--- config.mk ---
export PLATFORM = sky130hd
export DESIGN_NAME = fifo_uart_tx
export DESIGN_NICKNAME = d
export VERILOG_FILES = /design/src/rtl/fifo_tx_pkg.sv /design/src/rtl/uart_baud_gen.sv /design/src/rtl/fifo_uart_tx.sv
export SDC_FILE = /design/constraint.sdc
export NUM_CORES = 1
export LEC_CHECK = 0
export CORE_MARGIN = 2
export CORE_UTILIZATION = 45
export CTS_CLUSTER_SIZE = 25
export DETAILED_ROUTE_END_ITERATION = 7
export PLACE_DENSITY = 0.69
export SLEW_MARGIN = 20
export SYNTH_ARGS = -nofsm -noshare
export SYNTH_HDL_FRONTEND = slang
export SYNTH_SLANG_ARGS = --single-unit
export TNS_END_PERCENT = 1
--- constraint.sdc ---
create_clock -name clk -period 2.6 [get_ports clk]
set_clock_uncertainty 0.2 [all_clocks]
set_input_delay 0.52 -clock clk [delete_from_list [all_inputs] [get_ports clk]]
set_output_delay 0.52 -clock clk [all_outputs]
set_load 0.01 [all_outputs]
--- src/rtl/fifo_tx_pkg.sv ---
// Shared types and constants for the nibble-FIFO UART transmitter.
// Contents: state_t FSM encoding, frame constants, even-parity helper.
// Build option: FIFO_UART_TX_PARITY_EN selects the PARITY state in the top.
package fifo_tx_pkg;

    typedef enum logic [2:0] {
        IDLE    = 3'd0,
        WAIT_HI = 3'd1,
        START   = 3'd2,
        DATA    = 3'd3,
        PARITY  = 3'd4,
        STOP    = 3'd5
    } state_t;

    localparam int unsigned FRAME_DATA_BITS = 8;
    localparam logic        TX_IDLE         = 1'b1;
    localparam logic        TX_START        = 1'b0;

    // Even parity: set when the data byte holds an odd number of ones.
    function automatic logic even_parity(input logic [FRAME_DATA_BITS-1:0] data);
        return ^data;
    endfunction

endpackage

--- src/rtl/uart_baud_gen.sv ---
// Bit-period timer for the UART transmitter.
// Ports:
//   clk, rst        clock, asynchronous active-high reset
//   i_clear         restart the period at 0 (state change)
//   o_bit_end_c     last cycle of the current bit period
//   o_near_end_c    second-to-last cycle of the current bit period
module uart_baud_gen #(
    parameter int unsigned CLKS_PER_BIT = 104
) (
    input  logic clk,
    input  logic rst,
    input  logic i_clear,
    output logic o_bit_end_c,
    output logic o_near_end_c
);

    localparam int unsigned CNT_W = $clog2(CLKS_PER_BIT);

    logic [CNT_W-1:0] r_cnt;

    assign o_bit_end_c  = (r_cnt == CNT_W'(CLKS_PER_BIT - 1));
    assign o_near_end_c = (r_cnt == CNT_W'(CLKS_PER_BIT - 2));

    // Free-running 0..CLKS_PER_BIT-1, re-phased by every state change.
    always_ff @(posedge clk or posedge rst) begin
        if (rst) begin
            r_cnt <= '0;
        end else if (i_clear || o_bit_end_c) begin
            r_cnt <= '0;
        end else begin
            r_cnt <= r_cnt + CNT_W'(1);
        end
    end

endmodule

--- src/rtl/fifo_uart_tx.sv ---
// Read-side consumer of the nibble FIFO: pops low then high nibble,
// packs them into a byte and sends it as a UART frame (8N1, or 8E1).
// Ports:
//   clk, rst     clock, asynchronous active-high reset
//   fifo_empty   FIFO empty flag (show-ahead read port)
//   fifo_rdata   FIFO head data
//   fifo_rinc    registered one-cycle pop strobe
//   flush        send a pending low nibble with a zero high nibble
//   tx           UART line, idle high, registered
//   busy         high whenever the FSM is not IDLE, registered
//   frame_done   one-cycle pulse in the final stop-bit cycle
// Build option: define FIFO_UART_TX_PARITY_EN to insert an even-parity bit.
module fifo_uart_tx
    import fifo_tx_pkg::*;
#(
    parameter int unsigned CLKS_PER_BIT = 104,
    parameter int unsigned NIB_W        = 4
) (
    input  logic             clk,
    input  logic             rst,
    input  logic             fifo_empty,
    input  logic [NIB_W-1:0] fifo_rdata,
    output logic             fifo_rinc,
    input  logic             flush,
    output logic             tx,
    output logic             busy,
    output logic             frame_done
);

    localparam int unsigned BYTE_W = 2 * NIB_W;
    localparam int unsigned IDX_W  = $clog2(FRAME_DATA_BITS);
    localparam logic [IDX_W-1:0] LAST_IDX = IDX_W'(FRAME_DATA_BITS - 1);

    state_t             r_state;
    state_t             w_state_next;
    logic [NIB_W-1:0]   r_lo;
    logic [NIB_W-1:0]   r_hi;
    logic [NIB_W-1:0]   w_lo_next;
    logic [NIB_W-1:0]   w_hi_next;
    logic [IDX_W-1:0]   r_idx;
    logic [IDX_W-1:0]   w_idx_next;
    logic               r_tx;
    logic               r_busy;
    logic               r_rinc;
    logic               r_frame_done;
    logic               w_tx_next;
    logic               w_busy_next;
    logic               w_rinc_next;
    logic               w_frame_done_next;
    logic               w_bit_end;
    logic               w_near_end;
    logic               w_state_change;
    logic [BYTE_W-1:0]  w_byte;

    assign fifo_rinc  = r_rinc;
    assign tx         = r_tx;
    assign busy       = r_busy;
    assign frame_done = r_frame_done;

    assign w_byte         = {r_hi, r_lo};
    assign w_state_change = (w_state_next != r_state);

    uart_baud_gen #(
        .CLKS_PER_BIT (CLKS_PER_BIT)
    ) u_baud (
        .clk          (clk),
        .rst          (rst),
        .i_clear      (w_state_change),
        .o_bit_end_c  (w_bit_end),
        .o_near_end_c (w_near_end)
    );

    // State and output registers.
    always_ff @(posedge clk or posedge rst) begin
        if (rst) begin
            r_state      <= IDLE;
            r_lo         <= '0;
            r_hi         <= '0;
            r_idx        <= '0;
            r_tx         <= TX_IDLE;
            r_busy       <= 1'b0;
            r_rinc       <= 1'b0;
            r_frame_done <= 1'b0;
        end else begin
            r_state      <= w_state_next;
            r_lo         <= w_lo_next;
            r_hi         <= w_hi_next;
            r_idx        <= w_idx_next;
            r_tx         <= w_tx_next;
            r_busy       <= w_busy_next;
            r_rinc       <= w_rinc_next;
            r_frame_done <= w_frame_done_next;
        end
    end

    // Next-state logic; outputs are derived from the next state so the
    // registered tx/busy line up with the state they describe.
    always_comb begin
        w_state_next = r_state;
        w_lo_next    = r_lo;
        w_hi_next    = r_hi;
        w_idx_next   = r_idx;
        w_rinc_next  = 1'b0;

        case (r_state)
            IDLE: begin
                if (!fifo_empty) begin
                    w_lo_next    = fifo_rdata;
                    w_rinc_next  = 1'b1;
                    w_state_next = WAIT_HI;
                end
            end
            WAIT_HI: begin
                // fifo_rinc is high only in the first WAIT_HI cycle, while the
                // low-nibble pop has not yet reached the FIFO flags.
                if (!r_rinc) begin
                    if (!fifo_empty) begin
                        w_hi_next    = fifo_rdata;
                        w_rinc_next  = 1'b1;
                        w_state_next = START;
                    end else if (flush) begin
                        w_hi_next    = '0;
                        w_state_next = START;
                    end
                end
            end
            START: begin
                if (w_bit_end) begin
                    w_state_next = DATA;
                end
            end
            DATA: begin
                if (w_bit_end) begin
                    w_idx_next = r_idx + IDX_W'(1);
                    if (r_idx == LAST_IDX) begin
`ifdef FIFO_UART_TX_PARITY_EN
                        w_state_next = PARITY;
`else
                        w_state_next = STOP;
`endif
                    end
                end
            end
`ifdef FIFO_UART_TX_PARITY_EN
            PARITY: begin
                if (w_bit_end) begin
                    w_state_next = STOP;
                end
            end
`endif
            STOP: begin
                if (w_bit_end) begin
                    w_state_next = IDLE;
                end
            end
            default: begin
                w_state_next = IDLE;
            end
        endcase
    end

    // Line level, busy flag and end-of-frame pulse for the coming cycle.
    always_comb begin
        w_tx_next         = TX_IDLE;
        w_busy_next       = (w_state_next != IDLE);
        w_frame_done_next = (r_state == STOP) && w_near_end;

        case (w_state_next)
            START:   w_tx_next = TX_START;
            DATA:    w_tx_next = w_byte[w_idx_next];
`ifdef FIFO_UART_TX_PARITY_EN
            PARITY:  w_tx_next = even_parity(FRAME_DATA_BITS'(w_byte));
`endif
            default: w_tx_next = TX_IDLE;
        endcase
    end

endmodule
## Yosys cells after proc, flatten, opt, wreduce, memory -nomap -nowiden

Cells that the tools add are included.
W data, S select, Z words.

- Input bits: 8
- Output and inout bits: 4
- Register bits: 25
- Logic and storage cells: 51

- $lt $le $gt $ge: 1
- Reductions and logical operators: 6
- Bitwise operators: 2
- Equal/unequal tests: 11
- Mux-type cells: 20
- Add/subtract/negate cells: 2

Operator list:

| kind | count |
|---|---|
| $mux W3 | 10 |
| $pmux W3 S5 | 1 |
| $eq A7 B7 Y1 const B | 2 |
| $eq A3 B2 Y1 const B | 4 |
| $mux W4 | 2 |
| $add A7 B1 Y7 const B | 1 |
| $mux W7 | 1 |
| $eq A3 B3 Y1 const B | 2 |
| $lt A3 B4 Y1 const B | 1 |
| $pmux W1 S2 | 2 |
| $add A3 B1 Y3 const B | 1 |
| $bmux W1 S3 | 1 |
| $eq A3 B1 Y1 const B | 1 |
| $logic_not A3 Y1 | 1 |
| $mux W1 | 3 |
| $ne A3 B3 Y1 | 1 |
| $reduce_and A3 Y1 | 1 |
| $reduce_bool A3 Y1 | 1 |
| $ne A2 B1 Y1 const B | 1 |
| $not A1 Y1 | 2 |
| $reduce_and A2 Y1 | 1 |
| $logic_and A1 B1 Y1 | 1 |
| $logic_or A1 B1 Y1 | 1 |

## Longest topological paths before layout

- Word-level depth: 7
- Gate-level depth with buffers: 7
- Mapped depth without buffers: 7

## By module

From an unflattened synthesis, not the netlist that was laid out.

- Cell total of the unflattened synthesis: 131
- Area total of the unflattened synthesis: 1312.5 µm²

By module, submodules not included:

| module | times used | area each (µm²) | sequential area each (µm²) | cells each |
|---|---|---|---|---|
| fifo_uart_tx | 1 | 965.9 | 451.7 | 96 |
| uart_baud_gen | 1 | 346.6 | 175.2 | 35 |

## Least setup slack after synthesis

Ideal clock, no wire load.

- Kind: reg-to-reg
- Start: register u_baud.r_cnt[4]
- End: register r_tx, in the netlist tx
- Required time: 2.318 ns
- Arrival: 1.864 ns
- Slack: 0.454 ns
- Cell stages (with the launch flop): 7
- Period minus slack after synthesis: 2.146 ns
- Cell sequence: dfrtp_1 > or3b_4 > nor4b_4 > mux2_2 > o311a_2 > a21oi_1 > o21ai_1

- Cells in the longest elaborated chain, start to end: 6
- Elaborated cells between the ends (all ways): 12
- Classes of those cells: eq/ne: 3; mux: 9

RTL lines:

| what | RTL line | source |
|---|---|---|
| start, declared | uart_baud_gen.sv:19 | `logic [CNT_W-1:0] r_cnt;` |
| start signal, assigned | uart_baud_gen.sv:31 | `r_cnt <= r_cnt + CNT_W'(1);` |
| $eq A7 B7 Y1 | uart_baud_gen.sv:21 | `assign o_bit_end_c = (r_cnt == CNT_W'(CLKS_PER_BIT - 1));` |
| $mux W3 | fifo_uart_tx.sv:133 | `if (w_bit_end) begin` |
| $mux W3 | fifo_uart_tx.sv:105 | `case (r_state)` |
| net w_idx_next[2] | fifo_uart_tx.sv:41 | `logic [IDX_W-1:0] w_idx_next;` |
| $bmux W1 S3 | fifo_uart_tx.sv:170 | `DATA: w_tx_next = w_byte[w_idx_next];` |
| $mux W1 (implied by the code) | fifo_uart_tx.sv:170 |  |
| $pmux W1 S2 | fifo_uart_tx.sv:168 | `case (w_state_next)` |
| net w_tx_next | fifo_uart_tx.sv:46 | `logic w_tx_next;` |
| end signal, assigned | fifo_uart_tx.sv:89 | `r_tx <= w_tx_next;` |
| end, declared | fifo_uart_tx.sv:42 | `logic r_tx;` |

The timed path passes the listed nets, and every way through them passes these cells. The select of a mux whose other input is x is not followed.
A chain may end at the register's enable or synchronous reset.

## Final worst setup path

- Start: register u_baud.r_cnt[3]
- End: register r_tx, in the netlist tx

Same word-level chain as after synthesis.

==> results.rst <==
.. list-table::
   :header-rows: 1

   * - Metric
     - Value
   * - Max Clk Rate
     - 423 MHz
   * - Buffers inserted by post-CTS timing repair
     - 0
   * - Number of cells traversed by the worst hold path
     - 1
   * - Layout area overhead
     - 15.3%
   * - Half-perimeter wire length after detailed placement
     - 1870 µm
   * - TritonCTS Buffers
     - 3
   * - Max Cap Violations
     - 0
   * - Critical path launch point type
     - flop
   * - Nets
     - 155
   * - Average cell area after synthesis
     - 10.3 µm²
   * - Largest vdd supply drop
     - 432 µV
   * - Start point of the worst hold path
     - u_baud.r_cnt[0]
   * - Sum of internal, switching and leakage power
     - 1.10 mW
   * - Library cell used as clock root buffer
     - clkbuf_4
   * - H-tree level count
     - 1
   * - Clock-pin transition on the worst setup and hold timing paths
     - 140 ps
   * - Minimum clock period after layout
     - 2370 ps
   * - Via count of the first global-routing pass
     - 1003
   * - Largest net degree at the start of global routing
     - 16
   * - Storage element area
     - 627 µm²
   * - Biggest area consumer among synthesized cells
     - dfrtp_1
   * - Die area
     - 3340 µm²
   * - Mapped Area
     - 1300 µm²
   * - Layout cell share with drive strength beyond 1
     - 16.9%
   * - Setup Viol. Count Final
     - 0
   * - Final WS setup
     - 233 ps
   * - Mapped Nets
     - 138
   * - Top cell type's share of synthesized area
     - 46.1%
   * - Tightest Hold Check Type
     - flop to flop
   * - Warning count from the yosys run
     - 0
   * - Register-to-register setup slack
     - 230 ps
   * - Worst reg2reg path startpoint
     - u_baud.r_cnt[3]
   * - Core area
     - 2760 µm²
   * - Max Fanout on Critical Path
     - 7
   * - Core Rows
     - 19
   * - Area of combinational cells with multiple inputs
     - 628 µm²
   * - Overall routing resource usage
     - 17.5%
   * - Worst Hold Path EP
     - u_baud.r_cnt[0]
   * - Number of sinks on the clock net
     - 25
   * - Die height
     - 57.8 µm
   * - Final Cycle Share
     - 91.0%
   * - Post-synth cell types
     - 38
   * - Final cell count without fillers
     - 173
   * - Synthesized flop and latch total
     - 25
   * - Wire length after detailed routing
     - 2440 µm
   * - Endpoint type of the worst setup path
     - flop
   * - Worst endpoint data arrival time
     - 2440 ps
   * - Pwr/cell area
     - 731 nW/µm²
   * - Number of diodes added for antenna fixing
     - 0
   * - Post-CTS resize count
     - 0
   * - Category of the critical setup timing path
     - flop to flop
   * - Count of input and output buffers
     - 11
   * - Clock insertion delay at the later pin of the skew report
     - 330 ps
   * - Post-synth ARST share
     - 100%
   * - Number of optimization iterations in the first detailed-route pass
     - 4
   * - Part of the Yosys area used for sequential elements
     - 48.1%
   * - Routed wirelength normalized by instance count
     - 14.1 µm
   * - CP required
     - 2670 ps
   * - Initial drt markers
     - 34
   * - Final Wtd Congestion
     - 0.776
   * - Endpoints failing hold
     - 0
   * - Placed Cells
     - 169
   * - Starting utilization of the core area
     - 47.2%
   * - Worst-case setup slack after placement
     - 225 ps
   * - Clock tree from TritonCTS
     - yes
   * - Width of the die
     - 57.8 µm
   * - Unrepaired setup endpoints after global routing
     - no
   * - R2r worst-path depth
     - 6
   * - Sum of negative setup slack
     - 0 ps
   * - Most frequently used flop master after synthesis
     - dfrtp_1
   * - Count of flip-flops with a built-in enable after synthesis
     - 0
   * - Detailed-route via count
     - 976
   * - Deepest clock path buffer count
     - 2
   * - Global-route wire length before repair
     - 4460 µm
   * - Endpoint of the lowest-slack register-to-register path
     - tx
   * - Number of I/O pins
     - 12
   * - Overflow left after global routing
     - 0
   * - Post-Synthesis Cells
     - 126
   * - Antenna violations before repair
     - 0
   * - Max-slew violations
     - 0
   * - Transition time of the tightest slew-check pin
     - 573 ps
   * - Remaining routing DRC violations
     - 0
   * - Hold buffer count at CTS
     - 0
   * - Vias per inst
     - 5.64
   * - Remaining antenna violation count
     - 0
   * - Leak
     - 0.669 nW
   * - Total of fill cells in the finished design
     - 257
   * - Top area cells in the synthesized netlist
     - dfrtp_1 46%, mux2_2 4.3%, nor2_1 4.0%
   * - Worst rel slew slack
     - 61.7%
   * - Outcome
     - finished, final reports clean
[sequential cells by signal, indices dropped and copies added (netlist names)]
| name | count |
|---|---|
| tx | 1 |
| busy | 1 |
| r_idx | 3 |
| r_hi | 4 |
| u_baud.r_cnt | 7 |
| r_lo | 4 |
| frame_done | 1 |
| r_state | 3 |
| fifo_rinc | 1 |
[area by class of cell]
| type | instances | share of cell area, % |
|---|---|---|
| tap | 31 | 2.58 |
| inverter | 8 | 2.00 |
| sequential | 25 | 41.7 |
| multi-input combinational | 89 | 41.8 |
| clock buffer | 3 | 1.50 |
| timing repair buffer | 16 | 9.83 |
| clock inverter | 1 | 0.500 |
[placed cells by master (no fill, tap or decap), types with 2 or more instances in the layout]
cell type / instances
dfrtp_1: 24
nor2_1: 14
clkdlybuf4s50_1: 11
o21ai_0: 10
inv_1: 8
nand2_1: 7
a21oi_1: 6
nand2b_1: 5
mux2_2: 5
buf_4: 5
nand3_1: 4
ha_1: 4
and2b_2: 3
nor3b_1: 3
xnor2_1: 3
clkbuf_4: 3
a211oi_1: 2
and3_1: 2
xor2_1: 2
mux4_2: 2
[critical path, stage by stage (launching register included)]
cell	delay, ps
dfrtp_1	470
or3b_4	430
nor4b_4	450
mux2_2	400
o311a_2	120
a21oi_1	140
o21ai_1	90
[cells by family (layout without fill, tap and decap cells)]
family | after synthesis | in the layout | synth area share [%]
flops | 25 | 25 | 48.1
buf+inv | 12 | 28 | 3.65
xor+xnor | 5 | 5 | 3.36
simple gates | 46 | 46 | 20.3
mux | 8 | 8 | 8.55
compound gates | 26 | 26 | 12.2
fa+ha+maj | 4 | 4 | 3.84
[where the power goes]
group          internal, mW  switching [mW]
Sequential            0.481          0.0930
Combinational         0.189           0.151
Clock                0.0590           0.124
Total                 0.729           0.368
[how the worst max path moves through the flow]
| stage | startpoint | endpoint | slack (ps) |
|---|---|---|---|
| 3_3_place_gp | u_baud.r_cnt[0] | tx | 230 |
| 6_report | u_baud.r_cnt[3] | tx | 230 |
| 4_1_cts | u_baud.r_cnt[3] | tx | 220 |
| 3_5_place_dp | u_baud.r_cnt[0] | tx | 230 |
| 5_1_grt | u_baud.r_cnt[0] | tx | 60 |
| 2_1_floorplan | u_baud.r_cnt[4] | tx | 450 |
[cells in the mapped netlist (3+ instances only)]
library cell / number
xnor2_1: 3
inv_1: 8
a21oi_1: 6
nand2_1: 7
nor3b_1: 3
and2b_2: 3
mux2_2: 5
o21ai_0: 10
nand2b_1: 5
nor2_1: 14
dfrtp_1: 24
ha_1: 4
nand3_1: 4
[per-layer routing]
metal	up-vias	GRT usage (%)	routed length (µm)
met2	27	29.5	1190
met5	-	0	0
li1	473	-	-
met3	5	2.01	108
met4	0	7.97	55
met1	471	22.6	1090
[stage by stage]
stage	area, µm²	hold slack (ps)	utilization, %
after global routing	1500	320	54.4
final	1500	284	54.4
after global placement	1470	267	53.4
after detailed placement	1470	273	53.4
after floorplan	1300	243	-
after CTS	1500	291	54.4
(Power assumes the default switching activity.)
